[config.mk]
export PLATFORM = sky130hd
export DESIGN_NAME = cv32e40x_xif_offload_ctrl
export DESIGN_NICKNAME = d
export VERILOG_FILES = /design/src/rtl/cv32e40x_xif_offload_ctrl.sv
export SDC_FILE = /design/constraint.sdc
export NUM_CORES = 1
export LEC_CHECK = 0
export CORE_MARGIN = 2
export CORE_UTILIZATION = 34
export DETAILED_ROUTE_END_ITERATION = 6
export GPL_TIMING_DRIVEN = 0
export PLACE_DENSITY_LB_ADDON = 0.25
export SETUP_SLACK_MARGIN = 0.15
export SYNTH_ARGS = -nofsm -noshare
export SYNTH_HDL_FRONTEND = slang
export SYNTH_SLANG_ARGS = --single-unit
[constraint.sdc]
create_clock -name clk_i -period 1.55 [get_ports clk_i]
set_input_delay 0.31 -clock clk_i [delete_from_list [all_inputs] [get_ports clk_i]]
set_output_delay 0.31 -clock clk_i [all_outputs]
set_load 0.02 [all_outputs]
[src/rtl/cv32e40x_xif_offload_ctrl.sv]
// Offload controller between the core pipeline and an eXtension-interface coprocessor.
// Optional result timeout enabled by defining CV32E40X_XIF_OFFLOAD_TIMEOUT_EN.
module cv32e40x_xif_offload_ctrl #(
  parameter int unsigned X_ID_WIDTH      = 4,
  parameter int unsigned X_RFR_WIDTH     = 32,
  parameter int unsigned MAX_OUTSTANDING = 2
) (
  input  logic                   clk_i,
  input  logic                   rst_n,
  input  logic                   req_valid_i,
  output logic                   req_ready_o,
  input  logic [31:0]            req_instr_i,
  input  logic [X_RFR_WIDTH-1:0] req_rs1_i,
  input  logic [X_RFR_WIDTH-1:0] req_rs2_i,
  input  logic [1:0]             req_rs_valid_i,
  input  logic                   kill_i,
  output logic                   issue_valid_o,
  input  logic                   issue_ready_i,
  output logic [31:0]            issue_instr_o,
  output logic [X_RFR_WIDTH-1:0] issue_rs0_o,
  output logic [X_RFR_WIDTH-1:0] issue_rs1_o,
  output logic [1:0]             issue_rs_valid_o,
  output logic [X_ID_WIDTH-1:0]  issue_id_o,
  input  logic                   issue_accept_i,
  input  logic                   issue_writeback_i,
  output logic                   commit_valid_o,
  output logic [X_ID_WIDTH-1:0]  commit_id_o,
  output logic                   commit_kill_o,
  input  logic                   result_valid_i,
  output logic                   result_ready_o,
  input  logic [X_ID_WIDTH-1:0]  result_id_i,
  input  logic [4:0]             result_rd_i,
  input  logic [X_RFR_WIDTH-1:0] result_data_i,
  input  logic                   result_we_i,
  output logic                   wb_valid_o,
  input  logic                   wb_ready_i,
  output logic [4:0]             wb_rd_o,
  output logic [X_RFR_WIDTH-1:0] wb_data_o,
  output logic                   illegal_o,
  output logic                   err_o,
  output logic                   timeout_o
);

  localparam int unsigned CntW = $clog2(MAX_OUTSTANDING + 1);

  typedef enum logic [1:0] {StIdle, StIssue, StCommit} state_e;

  state_e                  state_q;
  logic [31:0]             instr_q;
  logic [X_RFR_WIDTH-1:0]  rs0_q, rs1_q;
  logic [1:0]              rs_valid_q;
  logic [X_ID_WIDTH-1:0]   id_q, commit_id_q;
  logic                    accept_q, writeback_q;

  logic [MAX_OUTSTANDING-1:0] sb_valid_q, sb_valid_d, clr_oh, free_oh;
  logic [X_ID_WIDTH-1:0]      sb_id_q [MAX_OUTSTANDING];
  logic [CntW-1:0]            count_q, count_d;
  logic                       res_hs, res_hit, free_found, sb_set, sb_clr, tmo_fire;

  assign res_hs = result_valid_i & wb_ready_i;
  assign sb_clr = res_hs & res_hit;
  assign sb_set = (state_q == StCommit) & accept_q & writeback_q & ~kill_i;

  // Only the first matching entry clears, so a duplicated ID retires one entry per result.
  always_comb begin
    clr_oh     = '0;
    free_oh    = '0;
    res_hit    = 1'b0;
    free_found = 1'b0;
    for (int i = 0; i < int'(MAX_OUTSTANDING); i++) begin
      if (!res_hit && sb_valid_q[i] && (sb_id_q[i] == result_id_i)) begin
        clr_oh[i] = 1'b1;
        res_hit   = 1'b1;
      end
      if (!free_found && !sb_valid_q[i]) begin
        free_oh[i] = 1'b1;
        free_found = 1'b1;
      end
    end
  end

  always_comb begin
    sb_valid_d = sb_valid_q;
    if (sb_clr) sb_valid_d = sb_valid_d & ~clr_oh;
    if (tmo_fire) sb_valid_d = '0;
    if (sb_set) sb_valid_d = sb_valid_d | free_oh;
    count_d = count_q;
    if (tmo_fire) begin
      count_d = sb_set ? CntW'(1) : '0;
    end else if (sb_set && !sb_clr) begin
      count_d = count_q + CntW'(1);
    end else if (!sb_set && sb_clr) begin
      count_d = count_q - CntW'(1);
    end
  end

  always_ff @(posedge clk_i or negedge rst_n) begin
    if (!rst_n) begin
      state_q     <= StIdle;
      instr_q     <= '0;
      rs0_q       <= '0;
      rs1_q       <= '0;
      rs_valid_q  <= '0;
      id_q        <= '0;
      commit_id_q <= '0;
      accept_q    <= 1'b0;
      writeback_q <= 1'b0;
      sb_valid_q  <= '0;
      count_q     <= '0;
      for (int i = 0; i < int'(MAX_OUTSTANDING); i++) sb_id_q[i] <= '0;
    end else begin
      sb_valid_q <= sb_valid_d;
      count_q    <= count_d;
      for (int i = 0; i < int'(MAX_OUTSTANDING); i++) begin
        if (sb_set && free_oh[i]) sb_id_q[i] <= commit_id_q;
      end
      unique case (state_q)
        StIdle: begin
          if (req_valid_i && req_ready_o) begin
            instr_q    <= req_instr_i;
            rs0_q      <= req_rs1_i;
            rs1_q      <= req_rs2_i;
            rs_valid_q <= req_rs_valid_i;
            state_q    <= StIssue;
          end
        end
        StIssue: begin
          if (issue_ready_i) begin
            accept_q    <= issue_accept_i;
            writeback_q <= issue_writeback_i;
            commit_id_q <= id_q;
            id_q        <= id_q + X_ID_WIDTH'(1);
            state_q     <= StCommit;
          end
        end
        StCommit: state_q <= StIdle;
        default:  state_q <= StIdle;
      endcase
    end
  end

`ifdef CV32E40X_XIF_OFFLOAD_TIMEOUT_EN
  logic [7:0] tmo_q;

  always_ff @(posedge clk_i or negedge rst_n) begin
    if (!rst_n) begin
      tmo_q <= '0;
    end else if (res_hs || (count_q == '0) || tmo_fire) begin
      tmo_q <= '0;
    end else begin
      tmo_q <= tmo_q + 8'd1;
    end
  end

  assign tmo_fire = (tmo_q == 8'hFF);
`else
  assign tmo_fire = 1'b0;
`endif

  assign req_ready_o      = (state_q == StIdle) && (count_q < CntW'(MAX_OUTSTANDING));
  assign issue_valid_o    = (state_q == StIssue);
  assign issue_instr_o    = instr_q;
  assign issue_rs0_o      = rs0_q;
  assign issue_rs1_o      = rs1_q;
  assign issue_rs_valid_o = rs_valid_q;
  assign issue_id_o       = id_q;
  assign commit_valid_o   = (state_q == StCommit);
  assign commit_id_o      = commit_id_q;
  assign commit_kill_o    = commit_valid_o & (kill_i | ~accept_q);
  assign illegal_o        = commit_valid_o & ~accept_q;
  assign result_ready_o   = wb_ready_i;
  assign wb_valid_o       = sb_clr & result_we_i;
  assign wb_rd_o          = wb_valid_o ? result_rd_i : '0;
  assign wb_data_o        = wb_valid_o ? result_data_i : '0;
  assign err_o            = res_hs & ~res_hit;
  assign timeout_o        = tmo_fire;

endmodule
## Word-level counts from Yosys, hierarchy flattened

Cells that the tools add are included.

| word-level totals | value |
|---|---|
| bits in registers | 122 |
| input bits | 149 |
| output and inout port bits | 152 |
| word-level logic and storage cells | 72 |

| operators by class | value |
|---|---|
| add/sub/neg operators | 3 |
| magnitude comparators | 1 |
| equality and inequality tests | 6 |
| multiplexer cells | 14 |
| bitwise gates (word level) | 16 |
| reductions and logical operators | 19 |

Operators with widths:

| cell | number |
|---|---|
| $mux 32 | 1 |
| $mux 2 | 6 |
| $logic_and 1x1->1 | 10 |
| $and 1x1->1 | 9 |
| $eq 4x4->1 | 2 |
| $reduce_and 2->1 | 3 |
| $mux 1 | 5 |
| $mux 5 | 1 |
| $add 4x1->4 const B | 1 |
| $logic_not 1->1 | 4 |
| $pmux 2 s2 | 1 |
| $not 1->1 | 3 |
| $add 2x1->2 const B | 1 |
| $and 2x2->2 | 1 |
| $eq 2x1->1 const B | 1 |
| $eq 2x2->1 const B | 1 |
| $logic_not 2->1 | 1 |
| $lt 2x2->1 const B | 1 |
| $ne 2x1->1 const B | 1 |
| $ne 2x2->1 const B | 1 |
| $not 2->2 | 1 |
| $or 2x2->2 | 1 |
| $reduce_bool 2->1 | 1 |
| $sub 2x1->2 const B | 1 |
| $or 1x1->1 | 1 |

## Logic depth before layout (Yosys ltp)

Gate-level depths: netlist of the first run.

| logic depth | value |
|---|---|
| word-level depth | 12 |
| depth in mapped cells | 8 |
| mapped depth without buffers | 8 |

## Least setup slack after synthesis of the first run

Ideal clock, no wire load.

| timing | value |
|---|---|
| path kind | register -> output |
| from | reg sb_id_q[0] (netlist name) |
| to | out wb_data_o[10] |
| arrival time | 1.478 ns |
| data required time | 1.240 ns |
| path slack | -0.238 ns |
| stages on the path, launching flop included | 6 |
| buffers on the path | 1 |
| path through | dfrtp_1 -> xnor2_1 -> nand4_1 -> o22ai_1 -> clkbuf_1 -> and2_1 |

| on the way | value |
|---|---|
| cells in the longest elaborated chain, start to end | 6 |

Ends and longest elaborated chain:

| element | line | text |
|---|---|---|
| start, declared | 56 | `logic [X_ID_WIDTH-1:0] sb_id_q [MAX_OUTSTANDING];` |
| start signal, assigned by index | 115 | `if (sb_set && free_oh[i]) sb_id_q[i] <= commit_id_q;` |
| $eq 4x4->1 | 71 | `if (!res_hit && sb_valid_q[i] && (sb_id_q[i] == result_id_i)) begin` |
| $logic_and 1x1->1 | 71 |  |
| $mux 1 | 71 |  |
| $and 1x1->1 | 61 | `assign sb_clr = res_hs & res_hit;` |
| $and 1x1->1 | 172 | `assign wb_valid_o = sb_clr & result_we_i;` |
| net wb_valid_o | 35 | `output logic wb_valid_o,` |
| $mux 32 | 174 | `assign wb_data_o = wb_valid_o ? result_data_i : '0;` |
| end, declared | 38 | `output logic [X_RFR_WIDTH-1:0] wb_data_o,` |

The timed path passes the listed nets, and every way through them passes these cells.

## Final worst setup path of the first run

| timing | value |
|---|---|
| from | in result_id_i[1] |
| to | out wb_data_o[25] |

| on the way | value |
|---|---|
| cells in the longest elaborated chain, start to end | 10 |
| elaborated cells on any way between the ends | 11 |
| those cells by class | eq/ne: 2; mux: 3; bitwise: 2; reduce/logical: 4 |

Ends and longest elaborated chain:

| element | line | text |
|---|---|---|
| start, declared | 31 | `input logic [X_ID_WIDTH-1:0] result_id_i,` |
| $eq 4x4->1 | 71 |  |
| $logic_and 1x1->1 | 71 |  |
| $mux 1 | 71 |  |
| $logic_not 1->1 | 71 |  |
| $logic_and 1x1->1 (2 in a row) | 71 |  |
| $mux 1 * | 71 |  |
| $and 1x1->1 * | 61 |  |
| $and 1x1->1 * | 172 |  |
| $mux 32 * | 174 |  |

Mark *: on every way between the ends. The rest lies on a longest branch, timed or not.

==> impl_metrics.py, run 1 <==
metrics = {
    "run_status": {
        "outcome": "finished with violations",
        "violations": "negative setup slack",
    },
    "logic_synthesis": {
        "yosysSeqAreaShare_pct": 60.3,
        "synth_common_cells": "122 x dfrtp_1, 97 x mux2_2, 39 x and2_1",
        "yosysUniqueCellTypes": 29,
        "synth-simple-area-share_pct": 9.04,
        "async_flop_share_pct": 100,
        "synth-edff-count": 0,
        "synth_nets": 508,
        "ys_seq_elements": 122,
        "synth.avg_cell_area_um2": 14.2,
        "synthAdderAreaFrac_pct": 0.494,
        "yosys.area.top_type": "dfrtp_1",
        "synth_compound_area_share_pct": 0.667,
        "syn_area_um2": 5070,
        "yosys_warnings": 0,
        "synth_top_family_by_area": "multiplexers",
        "synth_xor_area_share_pct": 2.42,
        "synth-main-ff-cell": "dfrtp_1",
        "yosysTopAreaCellShare_pct": 60.3,
        "yosysMostFrequentCell": "dfrtp_1",
        "ys_top_cells_by_area": "dfrtp_1 60%, mux2_2 22%, and2_1 4.8%",
        "synthCells": 357,
        "muxShareOfSynthArea_pct": 24.2,
    },
    "power": {
        "leakage_uw": 0.00483,
        "peakVddDrop_uv": 1260,
        "finalPower_uw": 20200,
        "powerDensity_nw_per_um2": 1950,
    },
    "worst_hold_path": {
        "hold_path_class": "in2async",
    },
    "sta": {
        "setup_ws_ps": -740,
        "maxSlewHeadroom_pct": 64.0,
        "drv_slew": 0,
        "period_needed_ps": 2290,
        "setup_viol": 149,
        "max_freq_ghz": 0.437,
        "fin_setup_tns_ps": -40750,
        "fin_skew_ps": 5.93,
        "finalCritPeriodShare_pct": 148,
        "rsz0062_at_grt": "true",
        "worstMarginPinSlew_ps": 540,
        "hold_viol": 0,
    },
    "die": {
        "initial_core_util_pct": 34.9,
        "dieArea_um2": 15900,
        "num_io_pins": 301,
        "die_x_um": 126,
        "rows": 44,
        "die_y_um": 126,
        "floorplan.core_area_um2": 14500,
    },
    "routing": {
        "ant_nets": 0,
        "vias": 4352,
        "wl_per_cell_um": 19.3,
        "viasPerCell": 4.67,
        "wirelength_um": 17900,
        "drt-pass1-iter-count": 4,
        "drc": 0,
        "drtIter0Drc": 106,
    },
    "cells_and_area": {
        "diodes": 0,
        "drive_gt1_share_pct": 56.0,
        "stdcell_count": 931,
        "fin_nets": 885,
        "syn2layout_area_growth_pct": 105,
    },
    "global_route": {
        "grtUsageTotal_pct": 22.6,
        "antenna_found_initial": 1,
        "gr-total-overflow": 0,
        "grt_pass1_vias": 4904,
        "grt_pass1_wl_um": 27800,
        "grt_max_degree": 69,
    },
    "worst_setup_path": {
        "timing.rr.start": "sb_id_q[0]",
        "r2r_end": "count_q[1]",
        "endpoint_kind": "output port",
        "cp.required_ps": 1240,
        "worstSetupPathType": "in2out",
        "rr_worst_depth": 9,
        "cp.arrival_ps": 1980,
        "cp-start-kind": "input port",
        "worstPathMaxFanout": 6,
        "ff2ff_setup_slack_ps": -290,
    },
    "cts": {
        "path_clk_slew_ps": 60,
        "clock_latency_ps": 420,
        "cts_root_buffer": "clkbuf_16",
        "tritoncts": "yes",
        "cts-buffers-inserted": 17,
        "cts_max_level": 4,
        "cts_num_sinks": 122,
        "clock_path_buffers": 2,
    },
    "job": {
        "cap_violations": 0,
    },
    "placed_design": {
        "place_congestion": 0.817,
        "portBuffers": 299,
        "hpwl_um": 11900,
        "dp_cells": 841,
    },
}
-- where the power goes --
part	internal, uW	switching [uW]
Clock	2860	1430
Combinational	5760	4410
Sequential	4740	984
-- flip-flops by register name, summed over array words and instances, names as in the netlist --
register	cells
accept_q	1
issue_rs_valid_o	2
commit_id_o	4
issue_rs1_o	32
issue_instr_o	32
sb_id_q	8
writeback_q	1
issue_id_o	4
state_q	2
sb_valid_q	2
count_q	2
issue_rs0_o	32
-- cell usage in the layout (no fill, tap or decap), drive strengths merged --
| cell | synthesis | final |
|---|---|---|
| clkinv | 0 | 5 |
| o22ai | 2 | 2 |
| clkinvlp | 0 | 1 |
| and2b | 1 | 1 |
| xor2 | 2 | 2 |
| and3 | 1 | 1 |
| nand4 | 4 | 4 |
| bufinv | 0 | 4 |
| a21oi | 1 | 1 |
| clkdlybuf4s15 | 0 | 51 |
| buf | 13 | 170 |
| clkbuf | 4 | 27 |
| dfrtp | 122 | 122 |
| o31a | 1 | 1 |
| conb | 1 | 1 |
| ha | 2 | 2 |
| clkdlybuf4s50 | 0 | 146 |
| and2 | 39 | 39 |
| nor2b | 3 | 3 |
| a21o | 1 | 1 |
| dlygate4sd3 | 0 | 1 |
| nand2b | 1 | 1 |
| mux2 | 106 | 106 |
| inv | 4 | 4 |
| nand3 | 2 | 2 |
| xnor2 | 12 | 12 |
| dlygate4sd2 | 0 | 2 |
| nand2 | 28 | 28 |
| nor2 | 6 | 6 |
| nor3 | 1 | 1 |
-- routing by layer --
| metal | wire length (um) | part of all wire (%) | up-vias | track usage (%) |
|---|---|---|---|---|
| met5 | 13 | 0.072 | - | 0 |
| met4 | 414 | 2.3 | 2 | 7.56 |
| met3 | 1790 | 10 | 30 | 10.0 |
| met2 | 9420 | 52 | 221 | 39.8 |
| met1 | 6300 | 35 | 2134 | 24.3 |
| li1 | - | - | 1965 | - |
-- layout make-up --
class                   count  area, um^2
plain buffers              17         275
clock buffers              22         484
clock inverters            10         164
fillers                   964        4170
inverters                   4        25.0
multi-input cells         214        2400
flip-flops and latches    122        3060
well taps                 184         230
repair buffers            358        3730
-- logic make-up after synthesis --
| group | count (synthesis) |
|---|---|
| adders and majority gates | 2 |
| other | 1 |
| AOI/OAI and AO/OA | 5 |
| DFF | 122 |
| and+or+nand+nor | 86 |
| xor gates and xnor gates | 14 |
| muxes | 106 |
| buffers and inverters | 21 |
-- metrics by stage --
| stage | util (%) | cell area, um^2 | hold WS, ps | setup WS (ps) |
|---|---|---|---|---|
| 2_1_floorplan | - | 5240 | 14.4 | -133 |
| 3_3_place_gp | 58.2 | 8460 | 478 | -4540 |
| 3_5_place_dp | 58.4 | 8490 | 312 | -1340 |
| 4_1_cts | 72.4 | 10500 | 444 | -795 |
| 5_1_grt | 71.3 | 10400 | 458 | -833 |
| 6_report | 71.3 | 10400 | 411 | -740 |
-- how the worst max path moves through the flow --
stage / slack (ps) / depth (start not counted) / from / to
6_report: -740 / 8 / result_id_i[1] / wb_data_o[25]
5_1_grt: -830 / 8 / sb_id_q[0] / wb_data_o[27]
4_1_cts: -790 / 7 / sb_id_q[2] / wb_data_o[25]
3_5_place_dp: -1340 / 8 / wb_ready_i / wb_data_o[5]
3_3_place_gp: -4540 / 1 / rst_n / issue_instr_o[30]
2_1_floorplan: -130 / 6 / state_q[0] / issue_rs1_o[15]
-- critical path, cell delays in order --
cell             delay, ps
clkdlybuf4s50_1        520
xnor2_1                140
nand4_1                160
o22ai_2                260
buf_8                  190
clkbuf_16              140
and2_4                 140
buf_6                  110
-- timing repair --
| item | 4_1_cts | 5_1_grt |
|---|---|---|
| hold endpoints to repair | 54 | 0 |
| endpoints found under the setup margin | 262 | 205 |
| resized for setup | 745 | 73 |
| setup buffers | 32 | 10 |
| hold buffers | 1 | 0 |
| pin swaps | 5 | 6 |
| cloned | 13 | 2 |
No activity file was read; power rests on OpenSTA's default activity.
==> inputs of run 2 (changes only) <==
Settings changed: CTS_CLUSTER_SIZE set to 8, SETUP_SLACK_MARGIN 0.15 to not set.
==> run 2 against run 1 <==
The flow still finishes with violations (negative setup slack); clock skew fell by 0.71 ps; cell area is 3.8% lower; routed wire length fell by 5.1%; clock-buffer cell count decreased by 1; flip-flop and latch count unchanged; sequential share of layout area increased by 1.2 points; setup slack got worse by 24 ps; final cell count shrank 2.4%; power is 5.8% lower; sequential power fell by 0.7%; utilization down 2.7 points.
==> impl_metrics.py, run 2 (same netlist as run 1, synthesis figures left out) <==
metrics = {
    "sta": {
        "rsz0062_at_grt": "true",
        "finalCritPeriodShare_pct": 149,
        "worstMarginPinSlew_ps": 547,
        "setup_viol": 148,
        "fin_skew_ps": 5.22,
        "period_needed_ps": 2310,
        "max_freq_ghz": 0.432,
        "drv_slew": 0,
        "hold_viol": 0,
        "maxSlewHeadroom_pct": 63.5,
        "setup_ws_ps": -764,
    },
    "worst_setup_path": {
        "crit_family": "buffers and inverters",
        "path_cells": "xnor2_1 -> nand4_1 -> o22ai_2 -> clkbuf_8 -> buf_6 -> buf_6 -> and2_4 -> buf_6",
        "worstPathMaxFanout": 4,
        "timing.rr.start": "sb_id_q[1]",
        "cp.required_ps": 1240,
        "cp_common_cell": "buf_6",
        "cp_num_buf_inv": 4,
        "cp-start-kind": "flip-flop",
        "endpoint_kind": "output port",
        "r2r_end": "count_q[1]",
        "cpPeakStageDelay_ps": 390,
        "slowest_stage": "dfrtp_1",
        "ff2ff_setup_slack_ps": -310,
        "cp.arrival_ps": 2000,
        "worstSetupPathType": "reg2out",
        "rr_worst_depth": 9,
    },
    "cells_and_area": {
        "stdcell_count": 909,
        "diodes": 0,
        "syn2layout_area_growth_pct": 96.7,
        "multi_input_comb_area_um2": 2390,
        "fill_cells": 1052,
        "layout_common_cells": "146 x clkdlybuf4s50_1, 121 x dfrtp_1, 102 x mux2_4, 102 x dlygate4sd2_1, 40 x buf_6",
        "utilization_pct": 68.6,
        "fin_nets": 864,
        "final_common_cell": "clkdlybuf4s50_1",
        "drive_gt1_share_pct": 40.0,
        "regArea_um2": 3050,
    },
    "global_route": {
        "grt_pass1_vias": 4770,
        "grt_max_degree": 66,
        "grt_pass1_wl_um": 26500,
        "antenna_found_initial": 0,
        "gr-total-overflow": 0,
        "grtUsageTotal_pct": 21.9,
    },
    "power": {
        "p_comb_share_pct": 49.9,
        "peakVddDrop_uv": 1120,
        "leakage_uw": 0.00471,
        "p_seq_share_pct": 29.9,
        "swShare_pct": 34.8,
        "p_int_uw": 12400,
        "powerDensity_nw_per_um2": 1910,
        "p_switching_uw": 6610,
        "power_frac_clock_pct": 20.3,
    },
    "cts": {
        "clock_latency_ps": 410,
        "cts_num_sinks": 122,
        "path_clk_slew_ps": 50,
        "cts_root_buffer": "clkbuf_16",
        "cts_max_level": 4,
        "cts-buffers-inserted": 17,
        "tritoncts": "yes",
        "clock_path_buffers": 2,
    },
    "routing": {
        "wirelength_um": 17000,
        "vias": 4246,
        "drtIter0Drc": 105,
        "viasPerCell": 4.67,
        "drc": 0,
        "drt-pass1-iter-count": 4,
        "wl_per_cell_um": 18.7,
        "ant_nets": 0,
    },
    "placed_design": {
        "dp_cells": 841,
        "place_congestion": 0.887,
        "portBuffers": 299,
        "hpwl_um": 11900,
    },
    "die": {
        "die_x_um": 126,
        "initial_core_util_pct": 34.9,
        "floorplan.core_area_um2": 14500,
        "rows": 44,
        "dieArea_um2": 15900,
        "num_io_pins": 301,
        "die_y_um": 126,
    },
    "worst_hold_path": {
        "min-delay-start": "issue_writeback_i",
        "hold_path_class": "in2reg",
        "holdPathStages": 3,
        "min_to": "writeback_q",
    },
    "run_status": {
        "outcome": "finished with violations",
        "violations": "negative setup slack",
    },
    "job": {
        "cap_violations": 0,
    },
}
run 2: cell types whose count changed in the layout (fill, tap and decap cells not counted), moves of 5 or more:
cell             before  now
dlygate4sd2_1         2  102
buf_2                54    1
clkdlybuf4s15_2      51    1
buf_6                58   40
buf_4                18   25
buf_16               11    6
run 2: per-layer routing:
metal | up-vias | track usage [%] | wire length, um
met2 | 232 | 39.2 | 8890
met5 | - | 0 | 0
met3 | 29 | 8.92 | 1680
met4 | 0 | 8.40 | 395
met1 | 2070 | 22.9 | 6070
li1 | 1915 | - | -
run 2: cell type report:
class / count / area share, %
Sequential cell: 122 / 30.6
Clock inverter: 10 / 1.19
Timing Repair Buffer: 342 / 35.1
Tap cell: 184 / 2.31
Multi-Input combinational cell: 214 / 24.0
Clock buffer: 21 / 4.62
Buffer: 12 / 1.88
Inverter: 4 / 0.251
run 2: worst min-delay path: cells and delay by family:
kind | cells | cell delay [ps]
simple gates | 2 | 100
buf+inv | 1 | 400
run 2: power groups by stage:
stage	Clock [uW]	Sequential [uW]	Combinational [uW]
3_5_place_dp	0	5690	8320
2_1_floorplan	0	7320	2530
4_1_cts	3930	5660	9420
3_3_place_gp	0	5600	8200
6_report	3860	5680	9490
5_1_grt	4060	5890	10000
run 2: stage by stage:
stage	hold slack (ps)	total power, uW	setup TNS [ps]	cell area (um^2)	worst slack, ps
4_1_cts	436	19000	-41790	9880	-815
5_1_grt	473	20000	-48560	9970	-852
3_5_place_dp	313	14000	-70490	8450	-1320
3_3_place_gp	478	13800	-611160	8420	-4480
2_1_floorplan	14.4	9840	-7110	5190	-139
6_report	440	19000	-37590	9970	-764
run 2: worst max path at each step:
stage               cells past startpoint                end            from
global route                            7       wb_data_o[7]      sb_id_q[4]
global placement                        1  issue_instr_o[20]           rst_n
floorplan                               6    issue_rs1_o[15]      state_q[0]
detailed placement                      8         wb_rd_o[3]  result_id_i[1]
finish                                  8      wb_data_o[27]      sb_id_q[1]
CTS                                     8      wb_data_o[27]      sb_id_q[1]
run 2: what timing repair did:
action / in CTS / in global routing
endpoints found under the hold margin: 57 / 0
setup buffers: 26 / 9
endpoints found under the setup margin: 255 / 159
cloned: 12 / 0
pin swaps: 10 / 9
hold buffers: 1 / 0
gates resized for setup: 497 / 60
==> inputs of run 3 (changes only) <==
Settings changed: CORE_UTILIZATION 34 to 38.
Clock period 1.55 ns to 2.15 ns, I/O delays scaled along.
==> run 3 against run 2 <==
Critical path type unchanged; sequential power down 29%; register-to-register slack gained 470 ps; sequential share of layout area up 2.6 points; the flow still finishes with violations (negative setup slack); non-clock buffer count decreased by 29.
==> impl_metrics.py, run 3 (same netlist as run 1, synthesis figures left out) <==
metrics = {
    "sta": {
        "period_needed_ps": 2400,
        "setup_ws_ps": -249,
        "drv_slew": 0,
        "max_freq_ghz": 0.417,
        "hold_slack_ps": 482,
        "rsz0062_at_grt": "true",
        "fin_skew_ps": 8.15,
        "setup_viol": 39,
        "finalCritPeriodShare_pct": 112,
        "hold_viol": 0,
    },
    "power": {
        "leakage_uw": 0.00400,
        "peakVddDrop_uv": 957,
        "powerDensity_nw_per_um2": 1390,
    },
    "global_route": {
        "grt_util_met3_pct": 8.24,
        "grtUsageTotal_pct": 21.0,
        "antenna_found_initial": 0,
        "use_met2_pct": 36.1,
        "grt_max_degree": 88,
        "grt_pass1_vias": 4411,
        "grt.busiest_layer": "met2",
        "met1_usage_pct": 23.2,
        "grt_pass1_wl_um": 23100,
        "gr-total-overflow": 0,
    },
    "cts": {
        "clock_latency_ps": 410,
        "cts-buffers-inserted": 17,
        "path_clk_slew_ps": 50,
        "cts_num_sinks": 122,
        "tritoncts": "yes",
        "cts_root_buffer": "clkbuf_16",
        "cts_max_level": 4,
        "clock_path_buffers": 2,
    },
    "die": {
        "die_y_um": 119,
        "floorplan.core_area_um2": 13100,
        "initial_core_util_pct": 38.6,
        "dieArea_um2": 14300,
        "die_x_um": 119,
        "num_io_pins": 301,
        "rows": 42,
    },
    "routing": {
        "wirelength_um": 14300,
        "wl_per_cell_um": 16.4,
        "drtIter0Drc": 151,
        "drc": 0,
        "vias": 4015,
        "ant_nets": 0,
        "viasPerCell": 4.60,
        "drt-pass1-iter-count": 4,
    },
    "cells_and_area": {
        "drive_gt1_share_pct": 34.3,
        "diodes": 0,
        "final_common_cell": "clkdlybuf4s50_1",
        "layout_common_cells": "248 x clkdlybuf4s50_1, 122 x dfrtp_1, 97 x mux2_2, 38 x buf_6, 30 x and2_4",
        "fin_nets": 835,
        "stdcell_count": 873,
        "syn2layout_area_growth_pct": 81.0,
    },
    "placed_design": {
        "dp_cells": 833,
        "place_congestion": 0.756,
        "hpwl_um": 10600,
        "pre_cts_ws_ps": -1070,
        "portBuffers": 299,
    },
    "run_status": {
        "violations": "negative setup slack",
        "outcome": "finished with violations",
    },
    "worst_setup_path": {
        "cp.required_ps": 1720,
        "cp.arrival_ps": 1970,
        "worstPathMaxFanout": 7,
        "cp-start-kind": "flip-flop",
        "rr_worst_depth": 10,
        "endpoint_kind": "output port",
        "worstSetupPathType": "reg2out",
    },
    "job": {
        "cap_violations": 0,
    },
    "worst_hold_path": {
        "hold_path_class": "reg2reg",
        "holdPathStages": 1,
    },
}
## run 3: cell count changes in the layout (fill, tap and decap cells not counted), moves of 3 or more
cell | before | now
clkdlybuf4s50_1 | 146 | 248
mux2_2 | 4 | 97
and2_1 | 0 | 9
buf_8 | 14 | 6
and2_4 | 37 | 30
mux2_4 | 102 | 9
dlygate4sd2_1 | 102 | 11
buf_16 | 6 | 1
buf_12 | 10 | 1
buf_4 | 25 | 17
clkinv_2 | 2 | 5
## run 3: worst paths after layout
path | startpoint | slack (ps) | endpoint
min in group asynchronous | rst_n | 500 | issue_instr_o[28]
worst min-delay path | count_q[1] | 480 | count_q[1]
worst max-delay path | sb_id_q[1] | -250 | wb_data_o[31]
worst min register to register | count_q[1] | 480 | count_q[1]
max in group asynchronous | rst_n | 930 | sb_id_q[7]
worst max register to register | sb_id_q[1] | 160 | count_q[1]
## run 3: stage by stage
stage / total power (uW) / TNS, ps / utilization, % / cell area, um^2
2_1_floorplan: 7070 / 0 / - / 5070
3_3_place_gp: 9860 / -516990 / 63.0 / 8280
3_5_place_dp: 10000 / -37550 / 63.2 / 8310
4_1_cts: 12900 / -8540 / 69.5 / 9130
5_1_grt: 13500 / -13040 / 69.8 / 9170
6_report: 12800 / -8140 / 69.8 / 9170
## run 3: critical path, stage by stage, from the launching register on
cell and delay (ps):
dfrtp_1 390, xnor2_1 170, nand4_1 190, o22ai_4 260, buf_8 180, buf_4 120
and2_4 130, buf_6 110
## run 3: what timing repair did
action                                 in CTS  in global routing
endpoints found under the hold margin      35                  0
hold buffers                                1                  0
gates cloned                                2                  0
gates resized for setup                   278                 14
setup buffers                               3                  2
setup endpoints to repair                  44                 39
pin swaps                                  24                  7
## run 3: cell type report
class,count,area [um^2]
Fill cell,973,3970
Inverter,4,15.0
Clock inverter,12,148
Clock buffer,20,457
Tap cell,176,220
Timing Repair Buffer,308,3130
Buffer,17,168
Sequential cell,122,3050
Multi-Input combinational cell,214,1980
## run 3: where the power goes
part           internal [uW]  switching [uW]
combinational           3240            2650
sequential              3410             633
clock                   1870             987
total                   8520            4270
## run 3: per-layer routing
metal | up-vias | share of wire (%) | wire, um
met3 | 25 | 7.9 | 1140
met1 | 1959 | 37 | 5300
met4 | 0 | 2.2 | 320
li1 | 1870 | - | -
met2 | 161 | 53 | 7570
met5 | - | 0 | 0
